$ cat config.mk
export PLATFORM = sky130hd
export DESIGN_NAME = keypad_calc_sequencer
export DESIGN_NICKNAME = d
export VERILOG_FILES = /design/src/rtl/calc_pkg.sv /design/src/rtl/bcd_entry_reg.sv /design/src/rtl/keypad_calc_sequencer.sv
export SDC_FILE = /design/constraint.sdc
export NUM_CORES = 1
export LEC_CHECK = 0
export CORE_MARGIN = 2
export CORE_UTILIZATION = 40
export DETAILED_ROUTE_END_ITERATION = 8
export GPL_TIMING_DRIVEN = 0
export HOLD_SLACK_MARGIN = 0.15
export PLACE_DENSITY_LB_ADDON = 0.15
export SLEW_MARGIN = 20
export SYNTH_ARGS = -nofsm -noshare
export SYNTH_HDL_FRONTEND = slang
export SYNTH_SLANG_ARGS = --single-unit
$ cat constraint.sdc
create_clock -name clk -period 2.9 [get_ports clk]
set_input_delay 0.58 -clock clk [delete_from_list [all_inputs] [get_ports clk]]
set_output_delay 0.58 -clock clk [all_outputs]
set_load 0.01 [all_outputs]
$ cat src/rtl/calc_pkg.sv
// Shared types and constants for the keypad calculator sequencer.
package calc_pkg;

    typedef enum logic [1:0] {
        S_A    = 2'd0,
        S_B    = 2'd1,
        S_WAIT = 2'd2,
        S_RES  = 2'd3
    } state_t;

    localparam logic [3:0] KEY_ADD = 4'hA;
    localparam logic [3:0] KEY_EQ  = 4'hB;
    localparam logic [3:0] KEY_CLR = 4'hC;

    localparam int BCD_DIGITS = 3;
    localparam int BCD_W      = 4 * BCD_DIGITS;

    function automatic logic is_digit(input logic [3:0] k);
        return k <= 4'd9;
    endfunction

endpackage

$ cat src/rtl/bcd_entry_reg.sv
// BCD operand register: clear, parallel load, or shift in a digit from the
// right. A digit is dropped once the most significant nibble is non-zero.
module bcd_entry_reg
    import calc_pkg::*;
(
    input  logic             clk,
    input  logic             n_reset,
    input  logic             clear_i,
    input  logic             load_i,
    input  logic [BCD_W-1:0] load_val_i,
    input  logic             append_i,
    input  logic [3:0]       digit_i,
    output logic [BCD_W-1:0] value_o,
    output logic [BCD_W-1:0] value_nx_o
);

    logic [BCD_W-1:0] value_q, value_d;

    // Next value: clear beats load beats append.
    always_comb begin
        value_d = value_q;
        if (clear_i) begin
            value_d = '0;
        end else if (load_i) begin
            value_d = load_val_i;
        end else if (append_i && (value_q[BCD_W-1 -: 4] == 4'd0)) begin
            value_d = {value_q[BCD_W-5:0], digit_i};
        end
    end

    // Operand storage with synchronous reset.
    always_ff @(posedge clk) begin
        if (!n_reset) value_q <= '0;
        else          value_q <= value_d;
    end

    assign value_o    = value_q;
    assign value_nx_o = value_d;

endmodule

$ cat src/rtl/keypad_calc_sequencer.sv
// Keypad-to-adder-to-display sequencer: operand entry, adder handshake
// with timeout, and result display.
//
// state  | meaning
// S_A    | entering operand A, display shows A
// S_B    | entering operand B, display shows B
// S_WAIT | add_req high, waiting for add_ack or timeout, display shows B
// S_RES  | showing latched result (or 0 after timeout)
module keypad_calc_sequencer
    import calc_pkg::*;
#(
    parameter int ACK_TIMEOUT = 255
) (
    input  logic        clk,
    input  logic        n_reset,
    input  logic        key_valid,
    input  logic [3:0]  key_code,
    output logic [11:0] op_a,
    output logic [11:0] op_b,
    output logic        add_req,
    input  logic        add_ack,
    input  logic [12:0] add_sum,
    output logic [11:0] cdu,
    output logic [3:0]  led
);

    // Abort happens on the edge that would bring the count to ACK_TIMEOUT,
    // so add_req stays high for exactly ACK_TIMEOUT cycles.
    localparam logic [7:0] TMO_LAST = 8'(ACK_TIMEOUT - 1);

    state_t      state_q, state_d;
    logic [7:0]  cnt_q, cnt_d;
    logic [11:0] result_q, result_d;
    logic        ovf_q, ovf_d;
    logic        err_q, err_d;
    logic [11:0] cdu_q, cdu_d;

    logic        key_digit, key_add, key_eq, key_clr;
    logic        a_clear, a_load, a_append;
    logic [11:0] a_load_val;
    logic        b_clear, b_append;
    logic [11:0] a_q, a_nx, b_q, b_nx;

    bcd_entry_reg u_op_a (
        .clk        (clk),
        .n_reset    (n_reset),
        .clear_i    (a_clear),
        .load_i     (a_load),
        .load_val_i (a_load_val),
        .append_i   (a_append),
        .digit_i    (key_code),
        .value_o    (a_q),
        .value_nx_o (a_nx)
    );

    bcd_entry_reg u_op_b (
        .clk        (clk),
        .n_reset    (n_reset),
        .clear_i    (b_clear),
        .load_i     (1'b0),
        .load_val_i (12'h000),
        .append_i   (b_append),
        .digit_i    (key_code),
        .value_o    (b_q),
        .value_nx_o (b_nx)
    );

    // Key decode, next-state logic and operand register controls.
    always_comb begin
        key_digit  = key_valid && is_digit(key_code);
        key_add    = key_valid && (key_code == KEY_ADD);
        key_eq     = key_valid && (key_code == KEY_EQ);
        key_clr    = key_valid && (key_code == KEY_CLR);

        state_d    = state_q;
        cnt_d      = cnt_q;
        result_d   = result_q;
        ovf_d      = ovf_q;
        err_d      = err_q;
        a_clear    = 1'b0;
        a_load     = 1'b0;
        a_load_val = result_q;
        a_append   = 1'b0;
        b_clear    = 1'b0;
        b_append   = 1'b0;

        if (key_clr) begin
            state_d  = S_A;
            cnt_d    = 8'd0;
            result_d = 12'h000;
            ovf_d    = 1'b0;
            err_d    = 1'b0;
            a_clear  = 1'b1;
            b_clear  = 1'b1;
        end else begin
            case (state_q)
                S_A: begin
                    if (key_digit) begin
                        a_append = 1'b1;
                    end else if (key_add) begin
                        b_clear = 1'b1;
                        state_d = S_B;
                    end
                end
                S_B: begin
                    if (key_digit) begin
                        b_append = 1'b1;
                    end else if (key_eq) begin
                        cnt_d   = 8'd0;
                        state_d = S_WAIT;
                    end
                end
                S_WAIT: begin
                    if (add_ack) begin
                        result_d = add_sum[11:0];
                        ovf_d    = add_sum[12];
                        state_d  = S_RES;
                    end else if (cnt_q == TMO_LAST) begin
                        result_d = 12'h000;
                        err_d    = 1'b1;
                        state_d  = S_RES;
                    end else begin
                        cnt_d = cnt_q + 8'd1;
                    end
                end
                S_RES: begin
                    if (key_digit) begin
                        a_load     = 1'b1;
                        a_load_val = {8'h00, key_code};
                        ovf_d      = 1'b0;
                        err_d      = 1'b0;
                        state_d    = S_A;
                    end else if (key_add) begin
                        a_load     = 1'b1;
                        a_load_val = result_q;
                        b_clear    = 1'b1;
                        ovf_d      = 1'b0;
                        err_d      = 1'b0;
                        state_d    = S_B;
                    end
                end
                default: state_d = S_A;
            endcase
        end
    end

    // Display source follows the state being entered next cycle.
    always_comb begin
        case (state_d)
            S_A:     cdu_d = a_nx;
            S_B:     cdu_d = b_nx;
            S_WAIT:  cdu_d = b_nx;
            default: cdu_d = result_d;
        endcase
    end

    // State, timeout counter, result/flags and display register.
    always_ff @(posedge clk) begin
        if (!n_reset) begin
            state_q  <= S_A;
            cnt_q    <= 8'd0;
            result_q <= 12'h000;
            ovf_q    <= 1'b0;
            err_q    <= 1'b0;
            cdu_q    <= 12'h000;
        end else begin
            state_q  <= state_d;
            cnt_q    <= cnt_d;
            result_q <= result_d;
            ovf_q    <= ovf_d;
            err_q    <= err_d;
            cdu_q    <= cdu_d;
        end
    end

    assign op_a    = a_q;
    assign op_b    = b_q;
    assign cdu     = cdu_q;
    assign add_req = (state_q == S_WAIT);
    assign led     = {ovf_q | err_q, state_q == S_WAIT, 2'(state_q)};

endmodule

==> metrics.md <==
| Metric | Value |
|---|---|
| Largest cells by area after synthesis | `dfxtp_1 (42%), nor2_1 (7.4%), mux2i_1 (6.3%)` |
| Grt total ovfl | `0` |
| Power Dens Cells | `453 nW/um^2` |
| Core area | `6830 um^2` |
| Fill count | `645` |
| Yosys top cell by area | `dfxtp_1` |
| Normalized max-slew margin | `45.8%` |
| Antenna violations before repair | `0` |
| Routed WL | `8.82 mm` |
| Skew-Pair Late Insertion Delay | `350 ps` |
| Maximum VDD drop | `418 uV` |
| Vias in the first global route | `2673` |
| Final setup fails | `0` |
| Num rows | `30` |
| Largest net degree at the start of global routing | `13` |
| Chip Width | `88.2 um` |
| Post-synthesis area per instance | `8.90 um^2` |
| Post-synth EDFFs | `0` |
| Max-cap violation count | `0` |
| Die H | `88.2 um` |
| Clock skew | `10.9 ps` |
| Antenna-violating nets left | `0` |
| Drt first pass iters | `5` |
| Clock-pin slew on the worst setup and hold paths | `80 ps` |
| Leak | `1.53 nW` |
| Maximum clock rate | `356 MHz` |
| GRT Util Overall | `23.4%` |
| Syn Nets | `348` |
| Grt met1 use | `32.3%` |
| Hpwl dp | `6.20 mm` |
| Top FF cell, synth | `dfxtp_1` |
| Syn. warnings | `0` |
| Final std cells w/o fill | `503` |
| Status | `complete, no violations` |
| Syn Std Cell Area | `2840 um^2` |
| Nets | `431` |
| Wire length per cell | `17.5 um` |
| Cell Count Post-Placement | `475` |
| Initial Util | `41.6%` |
| Top-area cell type share of the netlist area | `42.3%` |
| Met3 global-route usage | `6.06%` |
| FF+latch count, synth | `60` |
| CP required | `3170 ps` |
| Arr. time, crit path | `3080 ps` |
| Setup WS post-layout | `88.9 ps` |
| Worst setup EP type | `flop` |
| Placer congestion estimate | `0.918` |
| Final hold violations | `0` |
| Dpl ws | `-1070 ps` |
| Root Buffer Master | `clkbuf_8` |
| CP Max Fanout | `5` |
| Worst-margin pin slew | `813 ps` |
| H-tree depth | `3` |
| Vias per cell | `5.55` |
| Commonest cells in the netlist | `dfxtp_1 (60), nor2_1 (56), mux2i_1 (18)` |
| CTS Buf Count | `9` |
| Distinct cells, synth | `54` |
| Multi-input gate area | `1630 um^2` |
| Setup CP Type | `flop to flop` |
| CTS tree | `built` |
| # clock sinks | `60` |
| CTS Buffer Depth | `2` |
| DRC viols | `0` |
| IO Pins | `62` |
| Via count | `2793` |
| Iter 0 DRT Violations | `287` |
| IO Port Bufs | `60` |
| RSZ-0062 raised after global routing | `no` |
| Async SR Flop Fraction | `0%` |
| Worst Hold Class | `flop to flop` |
| Layout cells sized above 1 | `15.5%` |
| Final worst path period need | `2810 ps` |
| N_diodes | `0` |
| Fin crit share | `96.9%` |
| Area Growth Syn to Fin | `40.2%` |
| GRT met2 Usage | `35.7%` |
| Final TNS setup | `0 ps` |
| FF+latch area | `1210 um^2` |
| Register area share after synthesis | `42.3%` |
| Count leader, synth | `dfxtp_1` |
| Slew Limit Fails | `0` |
| Startpoint Class | `flop` |
| First-pass GRT wire length | `13.7 mm` |
| Hold buffers post-CTS | `0` |
| Busiest layer in global routing | `met2` |
| Post-Synthesis Cells | `319` |
| Die Area | `7790 um^2` |
-- cell type report --
type,instances,share of cell area [%]
Buffer,14,2.29
Clock buffer,9,3.11
Clock inverter,7,1.89
Inverter,9,0.911
Multi-Input combinational cell,234,40.8
Sequential cell,60,30.4
Tap cell,96,3.02
Timing Repair Buffer,74,17.6
-- registers in the layout, indices dropped and copies added (netlist names) --
register	count
result_q	12
ovf_q	1
state_q	2
cdu	12
cnt_q	8
u_op_a.value_o	12
u_op_b.value_o	12
err_q	1
-- worst max-delay path: stages (launching register included) --
cell and delay, ps:
dfxtp_4 370, inv_1 70, ha_2 190, a21bo_1 190, buf_6 100, or4b_4 460
a211oi_4 250, or2_1 190, ha_4 160, o2111ai_4 160, buf_4 190, nor2_2 150
a22oi_1 130, o211ai_1 120
-- per-stage QoR --
step / utilization (%) / hold slack, ps / cell area (um^2) / total power (W)
5_1_grt: 58.3 / 544 / 3980 / 0.00187
3_3_place_gp: 52.5 / 480 / 3590 / 0.00104
6_report: 58.3 / 506 / 3980 / 0.00180
3_5_place_dp: 52.5 / 490 / 3590 / 0.00104
4_1_cts: 58.0 / 503 / 3960 / 0.00180
2_1_floorplan: - / 461 / 2870 / 0.000948
-- layout by cell type (no fill, tap or decap), drive strengths merged, types with 3 or more instances in the layout --
master / count
nand3: 7
nor4: 3
and4: 4
a31oi: 4
ha: 8
and2: 4
or2: 5
clkbuf: 17
a22oi: 12
o21ai: 11
o221ai: 3
and3: 10
nand2: 10
nor2b: 5
xor2: 6
buf: 22
clkinv: 5
o22a: 3
inv: 10
mux2: 4
o211ai: 7
or3: 4
clkdlybuf4s50: 56
mux2i: 18
nor2: 56
a22o: 3
dfxtp: 60
a21oi: 10
nand4: 8
nor3: 4
-- cell families (layout without fill, tap and decap cells) --
| kind of cell | after synthesis | in the layout | synth area share (%) |
|---|---|---|---|
| buf+inv | 25 | 113 | 3.66 |
| xor+xnor | 6 | 6 | 1.85 |
| compound gates | 68 | 68 | 17.3 |
| simple gates | 130 | 130 | 23.4 |
| fa+ha+maj | 8 | 8 | 3.53 |
| mux | 22 | 22 | 7.93 |
| flops | 60 | 60 | 42.3 |
-- final timing paths --
kind,startpoint,slack [ps],depth (start not counted),endpoint
hold reg to reg,ovf_q,510,2,ovf_q
hold / removal,ovf_q,510,2,ovf_q
setup reg to reg,state_q[1],90,13,cdu[7]
setup / recovery,state_q[1],90,13,cdu[7]
-- power breakdown --
group	leakage, nW	total (W)	switching [W]	internal [W]
Sequential	0.487	0.000848	0.0000107	0.000838
Clock	0.104	0.000771	0.000370	0.000401
Combinational	0.938	0.000185	0.0000946	0.0000908
-- layer usage --
layer | up-vias | part of all wire, %
met5 | - | 0
met4 | 0 | 2.0
met3 | 18 | 8.1
met2 | 123 | 44
met1 | 1315 | 46
li1 | 1337 | -
-- timing repair --
action / CTS / global route
gates cloned: 0 / 0
pin swaps: 7 / 3
endpoints found under the setup margin: 12 / 9
buffers inserted: 14 / 0
resized for setup: 40 / 5
No activity file was read; power rests on OpenSTA's default activity.
